===== src/rtl/scan_ctrl_pkg.sv =====
// -----------------------------------------------------------------------------
// scan_ctrl_pkg
// Shared definitions for the scan chain controller:
//   - scan_state_e : controller FSM state encodings
//   - OP_DUMP/OP_LOAD : host command op codes
//   - CNT_W / DATA_W : bit-counter and host data widths
// -----------------------------------------------------------------------------
package scan_ctrl_pkg;

  // Controller FSM states; encodings are fixed so they can be probed externally.
  typedef enum logic [1:0] {
    StIdle  = 2'd0,
    StShift = 2'd1,
    StResp  = 2'd2
  } scan_state_e;

  // Host command op codes.
  localparam logic OP_DUMP = 1'b0;  // non-destructive read
  localparam logic OP_LOAD = 1'b1;  // write new chain contents

  // Bit counter width; large enough to reach CHAIN_LEN without wrapping.
  localparam int unsigned CNT_W = 6;

  // Host command / response word width.
  localparam int unsigned DATA_W = 32;

endpackage


===== src/rtl/scan_bit_counter.sv =====
// -----------------------------------------------------------------------------
// scan_bit_counter
// Counts shift cycles of one scan operation and flags the last one.
//
// Ports:
//   i_clk    : clock, rising edge
//   i_reset  : synchronous active-high reset (count -> 0)
//   i_clr    : clear count to 0 (command accept)
//   i_en     : advance count by one (shift cycle)
//   o_done   : count == CHAIN_LEN-1, i.e. the current cycle is the final shift
// -----------------------------------------------------------------------------
module scan_bit_counter
  import scan_ctrl_pkg::*;
#(
  parameter int unsigned CHAIN_LEN = 32
) (
  input  logic i_clk,
  input  logic i_reset,
  input  logic i_clr,
  input  logic i_en,
  output logic o_done
);

  localparam logic [CNT_W-1:0] LastCount = CNT_W'(CHAIN_LEN - 1);

  logic [CNT_W-1:0] r_count;

  // The counter is cleared on every accept and advanced at most CHAIN_LEN
  // times per operation, so with CHAIN_LEN <= 32 it tops out at 32 and never
  // wraps within an operation.
  always_ff @(posedge i_clk) begin
    if (i_reset || i_clr) begin
      r_count <= '0;
    end else if (i_en) begin
      r_count <= r_count + 1'b1;
    end
  end

  assign o_done = (r_count == LastCount);

endmodule


===== src/rtl/scan_ctrl.sv =====
// -----------------------------------------------------------------------------
// scan_ctrl
// Host-driven scan chain controller. A host command either dumps the chain
// (non-destructive: serial-out is recirculated into serial-in) or loads new
// contents; in both cases the chain contents present before the operation are
// captured and returned as a response word.
//
// Ports:
//   i_clk        : sole clock, rising edge
//   i_reset      : synchronous active-high reset; aborts any operation
//   i_cmd_valid  : host command request
//   o_cmd_ready  : controller idle and able to accept a command
//   i_cmd_op     : OP_DUMP / OP_LOAD
//   i_cmd_data   : LOAD value, bit 0 enters the chain first
//   o_rsp_valid  : response word available
//   i_rsp_ready  : host accepts response
//   o_rsp_data   : chain contents captured before the operation, zero-extended
//   o_scan_sen   : scan enable to the chain
//   o_scan_ce    : scan clock-enable to the chain
//   o_scan_sin   : serial data into the chain (enters at bit CHAIN_LEN-1)
//   i_scan_sout  : serial data out of the chain (chain bit 0)
//   o_dut_hold   : high whenever not idle; freezes the functional logic
// -----------------------------------------------------------------------------
module scan_ctrl
  import scan_ctrl_pkg::*;
#(
  parameter int unsigned CHAIN_LEN = 32  // legal range 1..32
) (
  input  logic              i_clk,
  input  logic              i_reset,
  input  logic              i_cmd_valid,
  output logic              o_cmd_ready,
  input  logic              i_cmd_op,
  input  logic [DATA_W-1:0] i_cmd_data,
  output logic              o_rsp_valid,
  input  logic              i_rsp_ready,
  output logic [DATA_W-1:0] o_rsp_data,
  output logic              o_scan_sen,
  output logic              o_scan_ce,
  output logic              o_scan_sin,
  input  logic              i_scan_sout,
  output logic              o_dut_hold
);

  // ---------------------------------------------------------------------------
  // Declarations
  // ---------------------------------------------------------------------------
  scan_state_e            r_state;
  scan_state_e            w_state_next;

  logic                   r_op;
  logic [DATA_W-1:0]      r_data;      // LOAD bits, shifted so bit 0 is the next to send
  logic [CHAIN_LEN-1:0]   r_cap;       // capture shift register
  logic [CHAIN_LEN-1:0]   w_cap_next;
  logic [DATA_W-1:0]      r_rsp_data;
  logic [DATA_W-1:0]      w_rsp_ext;

  logic                   w_accept;
  logic                   w_shift;
  logic                   w_done;

  // ---------------------------------------------------------------------------
  // Shift-cycle counter
  // ---------------------------------------------------------------------------
  scan_bit_counter #(
    .CHAIN_LEN (CHAIN_LEN)
  ) u_bit_counter (
    .i_clk   (i_clk),
    .i_reset (i_reset),
    .i_clr   (w_accept),
    .i_en    (w_shift),
    .o_done  (w_done)
  );

  // ---------------------------------------------------------------------------
  // Capture path: the chain's bit 0 appears on sout first, so shifting right
  // with sout entering at the top leaves chain bit i in capture bit i after
  // CHAIN_LEN shifts.
  // ---------------------------------------------------------------------------
  if (CHAIN_LEN == 1) begin : g_cap_single
    assign w_cap_next = i_scan_sout;
  end else begin : g_cap_multi
    assign w_cap_next = {i_scan_sout, r_cap[CHAIN_LEN-1:1]};
  end

  // The final capture bit is folded in combinationally so the response word is
  // complete in the same edge that enters RESP.
  always_comb begin
    w_rsp_ext                 = '0;
    w_rsp_ext[CHAIN_LEN-1:0]  = w_cap_next;
  end

  // ---------------------------------------------------------------------------
  // FSM next-state and outputs
  // ---------------------------------------------------------------------------
  always_comb begin
    w_state_next = r_state;
    w_accept     = 1'b0;
    w_shift      = 1'b0;
    o_cmd_ready  = 1'b0;
    o_rsp_valid  = 1'b0;
    o_scan_sen   = 1'b0;
    o_scan_ce    = 1'b0;
    o_scan_sin   = 1'b0;
    o_dut_hold   = 1'b1;

    unique case (r_state)
      StIdle: begin
        o_cmd_ready = 1'b1;
        o_dut_hold  = 1'b0;
        if (i_cmd_valid) begin
          w_accept     = 1'b1;
          w_state_next = StShift;
        end
      end

      StShift: begin
        w_shift    = 1'b1;
        o_scan_sen = 1'b1;
        o_scan_ce  = 1'b1;
        // DUMP recirculates so the chain ends up unchanged after a full rotation.
        o_scan_sin = (r_op == OP_LOAD) ? r_data[0] : i_scan_sout;
        if (w_done) begin
          w_state_next = StResp;
        end
      end

      StResp: begin
        o_rsp_valid = 1'b1;
        if (i_rsp_ready) begin
          w_state_next = StIdle;
        end
      end

      default: begin
        w_state_next = StIdle;
      end
    endcase
  end

  assign o_rsp_data = r_rsp_data;

  // ---------------------------------------------------------------------------
  // State registers
  // ---------------------------------------------------------------------------
  always_ff @(posedge i_clk) begin
    if (i_reset) begin
      r_state    <= StIdle;
      r_op       <= OP_DUMP;
      r_data     <= '0;
      r_cap      <= '0;
      r_rsp_data <= '0;
    end else begin
      r_state <= w_state_next;

      if (w_accept) begin
        r_op   <= i_cmd_op;
        r_data <= i_cmd_data;
      end else if (w_shift) begin
        r_data <= {1'b0, r_data[DATA_W-1:1]};
      end

      if (w_shift) begin
        r_cap <= w_cap_next;
      end

      if (w_shift && w_done) begin
        r_rsp_data <= w_rsp_ext;
      end
    end
  end

endmodule


===== config.mk =====
export PLATFORM = sky130hd
export DESIGN_NAME = scan_ctrl
export DESIGN_NICKNAME = d
export VERILOG_FILES = /design/src/rtl/scan_ctrl_pkg.sv /design/src/rtl/scan_bit_counter.sv /design/src/rtl/scan_ctrl.sv
export SDC_FILE = /design/constraint.sdc
export NUM_CORES = 1
export LEC_CHECK = 0
export BUFFER_PORTS_ARGS = -buffer_cell sky130_fd_sc_hd__buf_2
export CAP_MARGIN = 20
export CORE_MARGIN = 2
export CORE_UTILIZATION = 40
export CTS_CLUSTER_SIZE = 14
export DETAILED_ROUTE_END_ITERATION = 6
export HOLD_SLACK_MARGIN = 0.02
export PLACE_DENSITY = 0.57
export SLEW_MARGIN = 25
export SYNTH_ARGS = -nofsm -noshare
export SYNTH_HDL_FRONTEND = slang
export SYNTH_SLANG_ARGS = --single-unit
export TNS_END_PERCENT = 100

===== constraint.sdc =====
create_clock -name i_clk -period 1.7 [get_ports i_clk]
set_clock_uncertainty 0.15 [all_clocks]
set_input_delay 0.17 -clock i_clk [delete_from_list [all_inputs] [get_ports i_clk]]
set_output_delay 0.17 -clock i_clk [all_outputs]
set_load 0.02 [all_outputs]

==> flow_summary.yaml <==
outcome:
  status: "finished clean"
timing:
  grt_setup_unrepaired: "true"
  slew_headroom: 0.745
  post-route-period-util: 0.962
  setup-violations-final: 0
  hold_viol_final: 0
  worst_pin_slew_ns: 0.383
  max_freq_mhz: 611
  drv_slew: 0
  whs_ns: 0.0387
  setup_tns_ns: 0
  fin_crit_ns: 1.64
layout:
  regArea_sq_um: 2090
  nNetsFinal: 642
  drive_above_1_share: 0.202
  nFillCells: 1123
  fin_cells: 751
  multi_input_area_sq_um: 2300
  utilization: 0.489
  syn_to_final_growth_pct: 20.7
  diodes: 0
grt:
  grt_max_degree: 47
  antenna_found_initial: 0
  first_global_vias: 3471
  grt_first_pass_wirelength_um: 15900
  grtUsageTotal: 0.154
  gr-total-overflow: 0
placement:
  place_congestion: 0.700
  placed_cells: 732
  io_buffers: 75
  dp_hpwl_um: 6060
clock_tree:
  cts-root-buf: "clkbuf_16"
  cts_tree: "done"
  ctsLongestPathBuffers: 2
  cts_sinks: 104
  numCtsBuffers: 9
  htree_num_levels: 3
  path_clk_slew_ns: 0.07
  clk_latency_ns: 0.34
  cts_setup_buffers: 0
pwr:
  leakagePower_nw: 2.11
  power_w: 0.00510
  p_per_area_nw_per_um2: 921
  ir_drop_mv: 0.640
synthesis:
  syn-cell-area_sq_um: 4590
  synth_cell_types: 29
  synth.most_common_cell: "dfxtp_1"
  synth_cells: 535
  async_flop_share: 0
  synth.top_cell.area_share: 0.454
  synth.ff_latch_count: 104
  syn_area_per_cell_sq_um: 8.58
  yosys_most_used_dff: "dfxtp_1"
  synth_edf_count: 0
  ys_warn_count: 0
  synthTopCellsByArea: "dfxtp_1 (45%), nand2b_1 (13%), mux2i_1 (7.4%), a21oi_1 (7.3%), or3b_1 (5.9%)"
  syn_nets: 574
  synth_seq_area_share: 0.454
  synth.largest_area_cell: "dfxtp_1"
  synth_common_cells: "dfxtp_1 (104), nand2b_1 (97), a21oi_1 (67)"
route:
  firstDrtPassIters: 5
  routed-via-count: 3617
  viasPerCell: 4.82
  drt_iter0_markers: 192
  routed_wl_um: 9090
  drc: 0
  drtAntennaViolNets: 0
  avgRoutedWirePerCell_um: 12.1
min_path:
  holdPathStages: 3
  hold_path_end: "r_state[1]"
  min_from: "i_rsp_ready"
  hp-class: "in -> reg"
worst_setup_path:
  r2r-start: "u_bit_counter.r_count[1]"
  worst_path_max_delay_cell: "dfxtp_4"
  r2r_end: "o_rsp_data[16]"
  cp_cell_sequence: "nand2b_4 -> buf_4 -> nor2_2 -> buf_4"
  cp.required_ns: 1.38
  reg2reg_slack_ns: 0.11
  path_delay_family: "flip-flops"
  critPathMaxFanout: 10
  critical_path_buf_inv_count: 2
  critPathLaunchType: "register"
  cp-end-kind: "output port"
  critical_path_arrival_ns: 1.32
  r2r_cells: 5
  cpPeakStageDelay_ns: 0.38
  path_class: "reg -> out"
  cpMostUsedCell: "buf_4"
floorplanning:
  initial_core_util: 0.405
  dieArea_sq_um: 12300
  die_h_um: 111
  io_pins: 76
  coreArea_sq_um: 11300
  die_w_um: 111
  fp-row-count: 39
run:
  cap_violations: 0
[flip-flops by register name, indices dropped and copies added, names as in the netlist]
register               flops
r_cap                     31
r_op                       1
o_rsp_data                32
r_data                    32
r_state                    2
u_bit_counter.r_count      6
[worst min-delay path: stages]
cell	delay [ns]
buf_2	0.07
nor2b_1	0.06
o21ba_2	0.19
[routing by layer]
metal  vias to the layer above  part of all wire  track usage
met5                         -                 0            0
met4                         0             0.010       0.0395
met3                         9             0.041       0.0405
met2                        56              0.46        0.258
met1                      1654              0.49        0.197
li1                       1898                 -            -
[cells by family (layout without fill, tap and decap cells)]
| logic type | after synthesis | in the layout | synth area share |
|---|---|---|---|
| adders and majority gates | 1 | 1 | 0.00273 |
| xor gates and xnor gates | 2 | 2 | 0.00382 |
| buffers and inverters | 46 | 119 | 0.0494 |
| and+or+nand+nor | 276 | 276 | 0.335 |
| AOI/OAI and AO/OA | 72 | 72 | 0.0807 |
| DFF | 104 | 104 | 0.454 |
| muxes | 34 | 34 | 0.0742 |
[where the power goes]
| group | internal [W] | switching (W) |
|---|---|---|
| clock network | 0.00115 | 0.000913 |
| registers | 0.00251 | 0.0000366 |
| logic | 0.000242 | 0.000248 |
[cell usage in the layout (no fill, tap or decap), drive strengths merged, types with 3 or more instances in the layout]
| master | n |
|---|---|
| dfxtp | 104 |
| nand2b | 97 |
| buf | 97 |
| a21oi | 67 |
| nand2 | 65 |
| nor2 | 38 |
| mux2i | 34 |
| or3b | 31 |
| nor3 | 31 |
| clkbuf | 10 |
| nand3 | 3 |
| o21ai | 3 |
| or3 | 3 |
| clkinvlp | 3 |
| dlygate4sd3 | 3 |
| inv | 3 |
[per-stage QoR]
step | worst slack [ns] | instance area, sq um
final | 0.0638 | 5540
after global routing | -0.0182 | 5540
after CTS | 0.00608 | 5520
after detailed placement | 0.0880 | 5170
after global placement | 0.129 | 5170
after floorplan | 0.209 | 4590
[worst max-delay path by stage]
stage,start,endpoint,cells after the start
after detailed placement,r_state[1],r_state[1],4
after floorplan,r_state[1],o_dut_hold,4
after global placement,r_state[1],r_state[1],4
after CTS,r_state[1],o_scan_sin,4
after global routing,r_state[0],o_dut_hold,4
final,r_state[1],o_scan_sin,4
[cell type report]
cell class | count | share of cell area
multi-input cells | 385 | 0.415
flip-flops and latches | 104 | 0.377
repair buffers | 100 | 0.120
clock inverters | 6 | 0.0127
inverters | 3 | 0.00203
well taps | 143 | 0.0323
clock buffers | 10 | 0.0414
[repair_timing]
action	CTS	global route
pin swaps	0	0
setup endpoints to repair	5	5
hold endpoints to repair	4	0
hold buffers	3	0
gates resized for setup	6	4
Power figures use the tool's default switching activity.
